$ cat config.mk
export PLATFORM = sky130hd
export DESIGN_NAME = reg_file_shadow_flat
export DESIGN_NICKNAME = d
export VERILOG_FILES = /design/src/rtl/reg_file_shadow_if.sv /design/src/rtl/reg_file_shadow.sv /design/src/flat_wrapper.sv
export SDC_FILE = /design/constraint.sdc
export NUM_CORES = 1
export LEC_CHECK = 0
export CORE_ASPECT_RATIO = 0.5
export CORE_MARGIN = 4
export CORE_UTILIZATION = 25
export CTS_BUF_LIST = sky130_fd_sc_hd__clkbuf_2
export CTS_CLUSTER_DIAMETER = 100
export DETAILED_ROUTE_END_ITERATION = 12
export HOLD_SLACK_MARGIN = 0.08
export PLACE_DENSITY = 0.39
export SLEW_MARGIN = 20
export SYNTH_ARGS = -nofsm -noshare
export SYNTH_HDL_FRONTEND = slang
export SYNTH_SLANG_ARGS = --single-unit
$ cat constraint.sdc
create_clock -name clk -period 2.6 [get_ports clk]
set_input_delay 0.26 -clock clk [delete_from_list [all_inputs] [get_ports clk]]
set_output_delay 0.26 -clock clk [all_outputs]
set_load 0.05 [all_outputs]
$ cat src/rtl/reg_file_shadow_if.sv
`default_nettype none
// ============================================================================
// Module   : reg_file_shadow_if
// Brief    : Bus bundle for reg_file_shadow (write port, two read ports,
//            save/restore commands and status). Signal prefixes are from the
//            register file's point of view.
// Revision : 1.0 - initial release
// ============================================================================
interface reg_file_shadow_if #(
  parameter int WIDTH = 16,
  parameter int AW    = 4
);
  logic             i_write;
  logic [AW-1:0]    i_write_addr;
  logic [WIDTH-1:0] i_write_data;
  logic [AW-1:0]    i_read_addr_a;
  logic [WIDTH-1:0] o_read_data_a;
  logic [AW-1:0]    i_read_addr_b;
  logic [WIDTH-1:0] o_read_data_b;
  logic             i_save;
  logic             i_restore;
  logic             o_busy;
  logic             o_done;

  modport slave (
    input  i_write, i_write_addr, i_write_data,
    input  i_read_addr_a, i_read_addr_b,
    input  i_save, i_restore,
    output o_read_data_a, o_read_data_b,
    output o_busy, o_done
  );

  modport master (
    output i_write, i_write_addr, i_write_data,
    output i_read_addr_a, i_read_addr_b,
    output i_save, i_restore,
    input  o_read_data_a, o_read_data_b,
    input  o_busy, o_done
  );
endinterface
`default_nettype wire

$ cat src/rtl/reg_file_shadow.sv
`default_nettype none
// ============================================================================
// Module   : reg_file_shadow
// Brief    : WIDTH x DEPTH register file, 1 write / 2 bypassed reads, with a
//            shadow bank copied one register per cycle by Save/Restore.
//            Optional macro ZERO_REG_EN hardwires register 0 to zero.
// Revision : 1.0 - initial release
// ============================================================================
module reg_file_shadow #(
  parameter int WIDTH = 16,
  parameter int DEPTH = 16,
  parameter int AW    = 4
) (
  input  wire logic        clk,
  input  wire logic        rst_n,
  reg_file_shadow_if.slave bus
);

  typedef enum logic [1:0] {
    S_IDLE    = 2'd0,
    S_SAVE    = 2'd1,
    S_RESTORE = 2'd2
  } state_t;

  localparam logic [AW:0]   c_DEPTH = (AW+1)'(DEPTH);
  localparam logic [AW-1:0] c_LAST  = AW'(DEPTH - 1);

  state_t           r_state;
  logic [AW-1:0]    r_idx;
  logic             r_busy;
  logic             r_done;
  logic [WIDTH-1:0] r_main   [DEPTH];
  logic [WIDTH-1:0] r_shadow [DEPTH];

  logic             w_wr_hit;
  logic [WIDTH-1:0] w_rd_a;
  logic [WIDTH-1:0] w_rd_b;

  // Register 0 is treated as non-addressable when hardwired, which removes
  // it from writes and bypass in one place.
  function automatic logic addr_ok(input logic [AW-1:0] a);
`ifdef ZERO_REG_EN
    return ({1'b0, a} < c_DEPTH) && (a != '0);
`else
    return ({1'b0, a} < c_DEPTH);
`endif
  endfunction

  assign w_wr_hit = bus.i_write & ~r_busy & addr_ok(bus.i_write_addr);

  always_comb begin
    w_rd_a = '0;
    if (addr_ok(bus.i_read_addr_a)) begin
      if (w_wr_hit && (bus.i_write_addr == bus.i_read_addr_a))
        w_rd_a = bus.i_write_data;
      else
        w_rd_a = r_main[bus.i_read_addr_a];
    end
  end

  always_comb begin
    w_rd_b = '0;
    if (addr_ok(bus.i_read_addr_b)) begin
      if (w_wr_hit && (bus.i_write_addr == bus.i_read_addr_b))
        w_rd_b = bus.i_write_data;
      else
        w_rd_b = r_main[bus.i_read_addr_b];
    end
  end

  assign bus.o_read_data_a = w_rd_a;
  assign bus.o_read_data_b = w_rd_b;
  assign bus.o_busy        = r_busy;
  assign bus.o_done        = r_done;

  // Writes only land while IDLE and copies only run while busy, so the
  // main bank never sees two writers in the same cycle.
  always_ff @(posedge clk or negedge rst_n) begin
    if (!rst_n) begin
      r_state <= S_IDLE;
      r_idx   <= '0;
      r_busy  <= 1'b0;
      r_done  <= 1'b0;
      for (int i = 0; i < DEPTH; i++) begin
        r_main[i]   <= '0;
        r_shadow[i] <= '0;
      end
    end else begin
      r_done <= 1'b0;
      case (r_state)
        S_IDLE: begin
          r_idx <= '0;
          if (bus.i_save) begin
            r_state <= S_SAVE;
            r_busy  <= 1'b1;
          end else if (bus.i_restore) begin
            r_state <= S_RESTORE;
            r_busy  <= 1'b1;
          end
        end
        S_SAVE: begin
          r_shadow[r_idx] <= r_main[r_idx];
          r_idx           <= r_idx + AW'(1);
          if (r_idx == c_LAST) begin
            r_state <= S_IDLE;
            r_busy  <= 1'b0;
            r_done  <= 1'b1;
          end
        end
        S_RESTORE: begin
`ifdef ZERO_REG_EN
          if (r_idx != '0)
            r_main[r_idx] <= r_shadow[r_idx];
`else
          r_main[r_idx] <= r_shadow[r_idx];
`endif
          r_idx <= r_idx + AW'(1);
          if (r_idx == c_LAST) begin
            r_state <= S_IDLE;
            r_busy  <= 1'b0;
            r_done  <= 1'b1;
          end
        end
        default: begin
          r_state <= S_IDLE;
          r_busy  <= 1'b0;
        end
      endcase
      if (w_wr_hit)
        r_main[bus.i_write_addr] <= bus.i_write_data;
    end
  end

endmodule
`default_nettype wire

$ cat src/flat_wrapper.sv
// flat-port wrapper written by rule: the top's interface ports become plain ports
module reg_file_shadow_flat 
#(
  parameter int WIDTH = 16,
  parameter int DEPTH = 16,
  parameter int AW    = 4
)
  (clk, rst_n, bus_i_write, bus_i_write_addr, bus_i_write_data, bus_i_read_addr_a, bus_i_read_addr_b, bus_i_save, bus_i_restore, bus_o_read_data_a, bus_o_read_data_b, bus_o_busy, bus_o_done);
  reg_file_shadow_if #(.WIDTH(WIDTH), .AW(AW)) bus_i ();
  input  wire logic clk;
  input  wire logic rst_n;
  input wire logic [$bits(bus_i.i_write)-1:0] bus_i_write;
  input wire logic [$bits(bus_i.i_write_addr)-1:0] bus_i_write_addr;
  input wire logic [$bits(bus_i.i_write_data)-1:0] bus_i_write_data;
  input wire logic [$bits(bus_i.i_read_addr_a)-1:0] bus_i_read_addr_a;
  input wire logic [$bits(bus_i.i_read_addr_b)-1:0] bus_i_read_addr_b;
  input wire logic [$bits(bus_i.i_save)-1:0] bus_i_save;
  input wire logic [$bits(bus_i.i_restore)-1:0] bus_i_restore;
  output wire logic [$bits(bus_i.o_read_data_a)-1:0] bus_o_read_data_a;
  output wire logic [$bits(bus_i.o_read_data_b)-1:0] bus_o_read_data_b;
  output wire logic [$bits(bus_i.o_busy)-1:0] bus_o_busy;
  output wire logic [$bits(bus_i.o_done)-1:0] bus_o_done;
  assign bus_i.i_write = bus_i_write;
  assign bus_i.i_write_addr = bus_i_write_addr;
  assign bus_i.i_write_data = bus_i_write_data;
  assign bus_i.i_read_addr_a = bus_i_read_addr_a;
  assign bus_i.i_read_addr_b = bus_i_read_addr_b;
  assign bus_i.i_save = bus_i_save;
  assign bus_i.i_restore = bus_i_restore;
  assign bus_o_read_data_a = bus_i.o_read_data_a;
  assign bus_o_read_data_b = bus_i.o_read_data_b;
  assign bus_o_busy = bus_i.o_busy;
  assign bus_o_done = bus_i.o_done;
  reg_file_shadow #(.WIDTH(WIDTH), .DEPTH(DEPTH), .AW(AW)) u_core (.clk(clk), .rst_n(rst_n), .bus(bus_i));
endmodule
## Yosys cells after proc, flatten, opt, wreduce, memory -nomap -nowiden

Cells that the tools add are included.

- Eq/ne operators: 7
- Order comparisons: 6
- Add/sub/neg operators: 1
- Muxes and demuxes: 34
- Reduce and logical (&&, ||, !) cells: 8
- Bitwise gates (word level): 6

Operator list:

| kind | number |
|---|---|
| $bwmux 256 | 3 |
| $mux 256 | 2 |
| $bmux 16 s4 | 4 |
| $mux 16 | 12 |
| $demux 16 s4 | 2 |
| $ge 5x5->1 const B | 4 |
| $not 4->5 | 4 |
| $lt 5x1->1 const B | 2 |
| $eq 4x4->1 | 2 |
| $pmux 4 s2 | 1 |
| $mux 2 | 3 |
| $mux 1 | 5 |
| $add 4x1->4 const B | 1 |
| $eq 4x4->1 const B | 1 |
| $logic_and 1x1->1 | 4 |
| $pmux 2 s2 | 1 |
| $ne 3x3->1 const B | 1 |
| $eq 2x1->1 const B | 1 |
| $eq 2x2->1 const B | 1 |
| $logic_not 2->1 | 1 |
| $ne 2x1->1 const B | 1 |
| $pmux 1 s2 | 1 |
| $reduce_and 2->1 | 1 |
| $reduce_bool 2->1 | 1 |
| other kinds (3) | 3 |

- Logic and storage cells: 98
- Register bits: 520
- Input bits: 33
- Output and inout port bits: 34

## Logic depth before layout (Yosys ltp)

Gate-level depths: netlist of run 1.

- Word-level depth: 9
- Depth in mapped cells: 11
- Depth with buffers taken out: 6

## Worst setup path before layout of run 1

No wires, ideal clock.

- Path kind: flip-flop to flip-flop
- From: register u_core.r_idx[1]
- To: register u_core.r_shadow[117] (netlist name)
- Setup time: 0.125 ns
- Required time: 2.475 ns
- Path slack: 0.137 ns
- Data arrival time: 2.338 ns
- Cell stages (with the launch flop): 10
- Path buffers: 5
- Period minus slack after synthesis: 2.463 ns
- Path through: dfrtp_1 buf_2 buf_2 clkbuf_1 inv_1 ha_1 clkbuf_1 nand3_2 buf_1 mux2_2

- Longest elaborated chain between the ends: 6
- Elaborated cells on any way between the ends: 10
- Classes of those cells: order compare (2); mux (6); bitwise (1); reduce/logical (1)

RTL lines:

| item | line | source |
|---|---|---|
| from (decl) | reg_file_shadow.sv:29 | `logic [AW-1:0] r_idx;` |
| from (signal assigned) | reg_file_shadow.sv:103 | `r_idx <= r_idx + AW'(1);` |
| from (signal assigned) | reg_file_shadow.sv:117 | `r_idx <= r_idx + AW'(1);` |
| $not 4->5 (not written as such) (*) | reg_file_shadow.sv:102 | `r_shadow[r_idx] <= r_main[r_idx];` |
| $ge 5x5->1 (not written as such) / $lt 5x1->1 (equally long branches) | reg_file_shadow.sv:102 |  |
| $logic_and 1x1->1 (not written as such) | reg_file_shadow.sv:102 |  |
| $mux 16 (not written as such) | reg_file_shadow.sv:102 |  |
| $demux 16 s4 | reg_file_shadow.sv:102 |  |
| $bwmux 256 (*) | reg_file_shadow.sv:102 |  |
| to (signal, indexed assignment) | reg_file_shadow.sv:102 |  |
| to (decl) | reg_file_shadow.sv:33 | `logic [WIDTH-1:0] r_shadow [DEPTH];` |

Mark *: on every way between the ends. The rest lies on a longest branch, timed or not. The select of a mux whose other input is x is not followed.
A chain may end at the register's enable or synchronous reset.

## Worst setup path in the final report of run 1

- From: register u_core.r_main[108] (netlist name)
- To: output bus_o_read_data_b[12]

- Longest elaborated chain between the ends: 4

RTL lines:

| item | line | source |
|---|---|---|
| from (decl) | reg_file_shadow.sv:32 | `logic [WIDTH-1:0] r_main [DEPTH];` |
| from (signal, indexed assignment) | reg_file_shadow.sv:115 | `r_main[r_idx] <= r_shadow[r_idx];` |
| from (signal, indexed assignment) | reg_file_shadow.sv:130 | `r_main[bus.i_write_addr] <= bus.i_write_data;` |
| $bmux 16 s4 | reg_file_shadow.sv:67 | `w_rd_b = r_main[bus.i_read_addr_b];` |
| $mux 16 (not written as such) (2 in series) | reg_file_shadow.sv:67 |  |
| $mux 16 | reg_file_shadow.sv:64 | `if (w_wr_hit && (bus.i_write_addr == bus.i_read_addr_b))` |
| to (decl) | flat_wrapper.sv:20 | `output wire logic [$bits(bus_i.o_read_data_b)-1:0] bus_o_read_data_b;` |

Every way passes these cells. The select of a mux whose other input is x is not followed.

==> results of run 1 <==
[kinds of logic after synthesis]
| group | synth area share, % |
|---|---|
| compound gates | 4.53 |
| xor+xnor | 0.174 |
| fa+ha+maj | 0.331 |
| buf+inv | 4.03 |
| flops | 43.0 |
| mux | 42.6 |
| simple gates | 5.26 |
[layout make-up]
type                    instances  area (µm²)
well taps                    1592        1990
repair buffers                295        3160
clock inverters                22         225
inverters                       7        28.8
diodes                          5        12.5
clock buffers                 203        1020
flip-flops and latches        520       13100
fillers                     12134       83500
multi-input cells            1521       15900
[flip-flops by register name, indices dropped and copies added, names as in the netlist]
register,count
u_core.bus.o_done,1
u_core.bus.o_busy,1
u_core.r_idx,4
u_core.r_state,2
u_core.r_main,256
u_core.r_shadow,256
[power breakdown]
group	switching (mW)	leakage (nW)	internal, mW	total (mW)
sequential	2.78	6.78	10.5	13.2
combinational	7.44	8.90	7.40	14.8
clock	3.67	0.953	2.54	6.21
[worst max path at each step]
stage          slack (ns)                    end            startpoint
4_1_cts             -1.11  bus_o_read_data_b[12]    u_core.r_main[108]
5_1_grt             -1.01   bus_o_read_data_b[2]    u_core.r_main[210]
3_3_place_gp         0.08   bus_o_read_data_b[4]  bus_i_read_addr_b[0]
3_5_place_dp         0.07   bus_o_read_data_b[4]  bus_i_read_addr_b[0]
6_report            -0.82  bus_o_read_data_b[12]    u_core.r_main[108]
2_1_floorplan        0.14   u_core.r_shadow[117]       u_core.r_idx[1]
[placed cells by master, fill, tap and decap left out, drive strengths merged, types with 3 or more instances in the layout]
cell | netlist | routed
nand3 | 27 | 27
and3 | 4 | 4
diode | 0 | 5
xor2 | 4 | 4
ha | 8 | 8
inv | 7 | 9
bufinv | 0 | 5
nand2 | 121 | 121
clkbuf | 81 | 204
buf | 123 | 231
a21oi | 162 | 162
dlygate4sd3 | 0 | 37
clkinv | 0 | 15
clkdlybuf4s50 | 0 | 25
nor3 | 3 | 3
o21ai | 99 | 99
mux4 | 256 | 256
mux2 | 288 | 288
dfrtp | 520 | 520
mux2i | 353 | 353
nor2b | 5 | 5
nor2 | 171 | 171
[critical path, delay by kind of cell, from the launching register on]
| kind | cells | cell delay [ns] |
|---|---|---|
| muxes | 4 | 1.14 |
| DFF | 1 | 0.47 |
| buffers and inverters | 1 | 0.15 |
[what timing repair did]
action | in CTS | in global routing
buffers inserted | 37 | 15
hold endpoints to repair | 779 | 7
pin swaps | 0 | 1
endpoints found under the setup margin | 34 | 34
resized for setup | 123 | 20
hold buffers | 37 | 2
gates cloned | 0 | 2
[metrics by stage]
step,std cells,utilization [%]
final,4165,29.8
after global routing,4161,29.8
after CTS,4142,29.6
after detailed placement,3844,28.0
after global placement,3844,28.0
after floorplan,2252,-
[per-layer routing]
metal / GRT usage, % / vias up / wire [µm]
met2: 23.2 / 643 / 43500
met4: 5.02 / 0 / 2050
li1: - / 8988 / -
met5: 0 / - / 0
met1: 24.7 / 10801 / 52200
met3: 4.36 / 125 / 7320
==> impl_results.md, run 1 <==
* Outcome: finished, violations left
* Failing checks: negative setup slack
* Fmax achieved at around 0.29 GHz
* Synth top cells by count: 520 x dfrtp_1, 353 x mux2i_1, 268 x mux2_2
* Worst slew margin at a little over a third
* Worst Path Max Fanout at 3
* Yosys top cell by area: dfrtp_1
* Vias in the first global route at ~21000
* Worst-case clock buffer depth at 3
* Power per cell area at just under 1000 nW/µm²
* Min-delay worst type: in2reg
* Final setup viols at 32
* Prevailing post-synth register cell: dfrtp_1
* Worst stage delay on the critical path at roughly 0.5 ns
* Cell row count at about 90
* Synth Register Bits at 520
* Cell Chain, Critical Path: mux4_2, mux2i_1, mux2i_2, mux2_4, buf_6
* Crit Path Category: reg2out
* Initial DRC count at approximately 1500
* DRC at 0
* Starting Density at between 20% and 30%
* Layout cell share with drive strength beyond 1 at 40.9%
* Final Power at around 34 mW
* RSZ-0062 raised after global routing: yes
* Register area share after synthesis at 43.0%
* Mapped Nets at 2293
* Initial antenna violation count at 4
* Reg clk slew, reported paths at between 0.1 and 0.15 ns
* Final setup TNS at -22.97 ns
* Largest cells by area after synthesis: dfrtp_1 43%, mux4_2 14%, mux2i_1 12%
* DP Area at 33300 µm²
* CTS tree: yes
* Pre-CTS setup slack at 0.0743 ns
* Static leakage at 16.6 nW
* Yosys top cell area share at around 43%
* HP Start: bus_i_write_addr[0]
* Root Driver: clkbuf_2
* Die area at roughly 130000 µm²
* Hold Path Depth at 7
* Antenna-violating nets left at 0
* Most common cell in the synthesized netlist: dfrtp_1
* Input/output buffers at between 60 and 70
* Final Critical Period at 3.42 ns
* First-pass GRT wire length at 152000 µm
* Critical R2R Launch: u_core.r_idx[0]
* Hpwl dp at a little over 70000 µm
* Worst Setup End Kind: output port
* Clk_skew at ~0.096 ns
* H-tree Lvls at 4
* Crit path max-delay cell type: mux4_2
* Hold slack at 0.207 ns
* IO Count at 67
* Total global routing overflow at 0
* Drt first pass iters at 5
* Core area at ~120000 µm²
* DR vias/cell at approximately 5
* # nets final at 2530
* CP startpoint kind: flop
* Gpl congestion at 0.800
* Crit share post-route at 132%
* Count of different cell masters after synthesis at 49
* Area Overhead vs Synth at 17.1%
* Largest net degree at the start of global routing at roughly 80
* Clk_lat worst skew at 1.41 ns
* Routed wire length at 105000 µm
* Hold path endpoint: u_core.r_main[129]
* Die width at approximately 500 µm
* Die height at approximately 250 µm
* Fin. Hold Viols at 0
* Critical path arrival at around 3.2 ns
* Max Cap Viol at 0
* Final worst slack at -0.819 ns
* WL/cell at around 25 µm
* FF-to-FF path depth at 7
* Synth Warn # at 0
* Cell area after layout at 35400 µm²
* Worst-Margin Slew at ~0.97 ns
* Asr flop ratio synth at 100%
* Num CTS Buffers at around 140
* Number of synthesized flops with an enable pin at 0
* Worst vdd ir at ~0.52 mV
* Total global routing track utilization at roughly 17%
* Max Slew Vio Count at 0
* Post-synthesis cell count at 2252
* Worst R2R Setup Slack at 0.20 ns
* CP Data Required Time at between 2 and 2.5 ns
* CTS Sinks at 520
* Synthesized area per cell at approximately 13 µm²
* Worst r2r dst: u_core.r_state[1]
* Synthesized cell area at 30200 µm²
* Via count at 20557
Power figures use the tool's default switching activity.
==> run 2: changes to the inputs <==
--- a/config.mk
+++ b/config.mk
@@ -5,6 +5,7 @@
 export SDC_FILE = /design/constraint.sdc
 export NUM_CORES = 1
 export LEC_CHECK = 0
+export ABC_AREA = 1
 export CORE_ASPECT_RATIO = 0.5
 export CORE_MARGIN = 4
 export CORE_UTILIZATION = 25
==> run 2 against run 1 <==
  * The flow still finishes with violations (negative setup slack)
  * Maximum frequency is 3.1% higher
  * Register-to-register slack worse by 0.09 ns
  * Highest routed layer unchanged
  * Total power is 13% higher
  * Hold slack worse by 0.088 ns
  * Combinational power is 37% higher
  * Clock power is 7.7% higher
  * First-iteration DRC count grew to 2.8 times the previous value
  * Largest cell class unchanged
  * Wire length is 65% higher
  * Critical path depth is 4 higher
==> impl_results.md, run 2 <==
* Outcome: finished, violations left (unchanged)
* Failing checks: negative setup slack (unchanged)
* Final setup viols at 33 (was 32)
* Antenna-violating nets left at 0 (unchanged)
* Mapped Nets at 5291 (was 2293)
* CTS tree: yes (unchanged)
* Fillcell total at 15074 (was 12134)
* Worst Setup SP: u_core.bus.o_busy (was u_core.r_main[108])
* Largest net degree at the start of global routing at 117 (was 82)
* Max Slew Vio Count at 0 (unchanged)
* Prevailing post-synth register cell: dfrtp_1 (unchanged)
* Worst Path Max Fanout at 15 (was 3)
* Asr flop ratio synth at 100% (unchanged)
* Power per cell area at 924 nW/µm² (was 968 nW/µm²)
* Top flop regs: u_core.r_main x256, u_core.r_shadow x256, u_core.r_idx x4 (unchanged)
* Input/output buffers at 66 (unchanged)
* Total global routing overflow at 0 (unchanged)
* Synth top cells by count: 1337 x nand2_1, 651 x inv_1, 520 x dfrtp_1 (was 520 x dfrtp_1, 353 x mux2i_1, 268 x mux2_2)
* CTS Sinks at 520 (unchanged)
* Worst path bufs/invs at 4 (was 1)
* Yosys top cell by area: dfrtp_1 (unchanged)
* Worst stage delay on the critical path at 0.42 ns (was 0.51 ns)
* Initial antenna violation count at 7 (was 4)
* RSZ-0062 raised after global routing: yes (unchanged)
* Reg clk slew, reported paths at 0.11 ns (about the same)
* Crit share post-route at 128% (was 132%)
* Die area at 146000 µm² (was 127000 µm²)
* HP Start: bus_i_write (was bus_i_write_addr[0])
* Initial DRC count at 4234 (was 1492)
* First-pass GRT wire length at 250000 µm (was 152000 µm)
* Min-delay worst type: in2reg (unchanged)
* Final setup TNS at -21.40 ns (was -22.97 ns)
* Crit path max-delay cell type: dfrtp_1 (was mux4_2)
* Number of synthesized flops with an enable pin at 0 (unchanged)
* Hpwl dp at 108000 µm (was 70500 µm)
* Synthesized cell area at 35000 µm² (was 30200 µm²)
* Fmax achieved at 0.301 GHz (was 0.292 GHz)
* Fin. Hold Viols at 0 (unchanged)
* Die width at 537 µm (was 500 µm)
* WL/cell at 23.6 µm (was 25.2 µm)
* Clk_lat worst skew at 1.58 ns (was 1.41 ns)
* Routed wire length at 174000 µm (was 105000 µm)
* Critical R2R Launch: u_core.r_idx[0] (unchanged)
* Starting Density at 25.3% (was 25.4%)
* Synth Register Bits at 520 (unchanged)
* Gpl congestion at 0.893 (was 0.800)
* Drt first pass iters at 11 (was 5)
* Final Critical Period at 3.32 ns (was 3.42 ns)
* Cell Chain, Critical Path: inv_4, nand2_4, a211oi_2, nand3b_1, buf_6, buf_12, nand2_1, nand2_2, buf_12 (was mux4_2, mux2i_1, mux2i_2, mux2_4, buf_6)
* Synthesized area per cell at 6.66 µm² (was 13.4 µm²)
* Commonest non-fill, non-tap cell in the layout: nand2_1 (was dfrtp_1)
* Count of different cell masters after synthesis at 32 (was 49)
* Worst slew margin at 25.6% (was 35.0%)
* Worst-case clock buffer depth at 3 (unchanged)
* CP Data Required Time at 2.34 ns (about the same)
* Total global routing track utilization at 23.3% (was 16.5%)
* Cell family with most CP delay: buffers and inverters (was multiplexers)
* Core area at 138000 µm² (was 119000 µm²)
* Register area share after synthesis at 37.2% (was 43.0%)
* Most frequent cells in the layout: 1259 x nand2_1, 646 x inv_1, 518 x dfrtp_1, 516 x o21ai_0, 390 x a21oi_1 (was 482 x dfrtp_1, 343 x mux2i_1, 256 x mux2_2, 232 x mux4_2, 203 x clkbuf_2)
* Clk_skew at 0.111 ns (was 0.0955 ns)
* Most used cell, CP: buf_12
* CP startpoint kind: flop (unchanged)
* Synth Warn # at 0 (unchanged)
* Pre-CTS setup slack at 0.0662 ns (was 0.0743 ns)
* Area Overhead vs Synth at 19.7% (was 17.1%)
* Die height at 272 µm (was 254 µm)
* Worst vdd ir at 0.558 mV (was 0.524 mV)
* Layout cell share with drive strength beyond 1 at 14.9% (was 40.9%)
* Core Util, Final at 30.3% (was 29.8%)
* Num CTS Buffers at 153 (was 144)
* DR vias/cell at 5.06 (was 4.94)
* Yosys top cell area share at 37.2% (was 43.0%)
* Largest cells by area after synthesis: dfrtp_1 37%, nand2_1 14%, o21ai_0 7.4% (was dfrtp_1 43%, mux4_2 14%, mux2i_1 12%)
* Cell row count at 96 (was 89)
* Most common cell in the synthesized netlist: nand2_1 (was dfrtp_1)
* Static leakage at 20.9 nW (was 16.6 nW)
* Max Cap Viol at 0 (unchanged)
* Worst-Margin Slew at 1.12 ns (was 0.975 ns)
* Crit Path Category: reg2out (unchanged)
* Critical path arrival at 3.06 ns (was 3.16 ns)
* DRC at 0 (unchanged)
* # nets final at 5435 (was 2530)
* Vias in the first global route at 34697 (was 20733)
* Via count at 37178 (was 20557)
* Post-synthesis cell count at 5250 (was 2252)
* IO Count at 67 (unchanged)
* Root Driver: clkbuf_2 (unchanged)
* Worst Setup End Kind: output port (unchanged)
* H-tree Lvls at 4 (unchanged)
* Final worst slack at -0.718 ns (was -0.819 ns)
-- run 2: worst reg2reg max path, delay by kind of cell, from the launching register on --
family / cells / cell delay, ns
AOI/OAI and AO/OA: 2 / 0.18
adders and majority gates: 1 / 0.31
and+or+nand+nor: 2 / 0.30
buffers and inverters: 5 / 0.94
DFF: 1 / 0.60
-- run 2: report_power, final --
| part | internal (mW) | switching, mW |
|---|---|---|
| combinational | 6.21 | 14.0 |
| sequential | 10.3 | 1.42 |
| clock | 2.55 | 4.15 |
| total | 19.1 | 19.6 |
-- run 2: cells by family after synthesis --
group | Yosys count | synth area share, %
compound gates | 1598 | 25.4
flops | 520 | 37.2
xor+xnor | 2 | 0.0501
simple gates | 1987 | 23.2
buf+inv | 1135 | 13.9
fa+ha+maj | 8 | 0.286
-- run 2: final cells by class --
| cell class | instances | area [µm²] | share of cell area [%] |
|---|---|---|---|
| Timing Repair Buffer | 430 | 4930 | 11.8 |
| Inverter | 694 | 2640 | 6.31 |
| Sequential cell | 520 | 13000 | 31.1 |
| Tap cell | 1862 | 2330 | 5.56 |
| Antenna cell | 10 | 25.0 | 0.0598 |
| Clock inverter | 31 | 241 | 0.577 |
| Multi-Input combinational cell | 3595 | 17600 | 42.1 |
| Clock buffer | 210 | 1050 | 2.51 |
-- run 2: metal layers --
layer  up-vias  GRT usage, %  routed length, µm
met4         0          9.01               6130
met5         -             0                  0
met1     17837          33.4              79700
met3       306          4.91              15900
li1      17326             -                  -
met2      1709          34.0              72000
-- run 2: path summary, 6_finish.rpt --
kind	endpoint	depth (start not counted)	slack (ns)
worst max-delay path	bus_o_read_data_a[14]	9	-0.72
max in group asynchronous	u_core.r_main[15]	7	0.63
min in group asynchronous	u_core.r_shadow[83]	6	0.94
worst min register to register	u_core.r_shadow[72]	2	0.49
worst min-delay path	u_core.r_main[193]	9	0.12
worst max register to register	u_core.r_main[152]	10	0.11
-- run 2: per-stage QoR --
| step | std cells | hold slack, ns | cell area, µm² | power (mW) |
|---|---|---|---|---|
| 5_1_grt | 7348 | -0.00905 | 41900 | 41.5 |
| 2_1_floorplan | 5250 | -0.0356 | 35000 | 23.8 |
| 4_1_cts | 7330 | -0.102 | 41400 | 38.4 |
| 3_5_place_dp | 7003 | 0.202 | 38800 | 31.2 |
| 6_report | 7352 | 0.118 | 41900 | 38.7 |
| 3_3_place_gp | 7003 | 0.203 | 38800 | 31.0 |
-- run 2: timing repair --
item,CTS,global route
setup endpoints to repair,34,181
endpoints found under the hold margin,779,2
gates cloned,1,0
buffers inserted,4,12
pin swaps,24,21
hold buffers,81,2
resized for setup,131,72
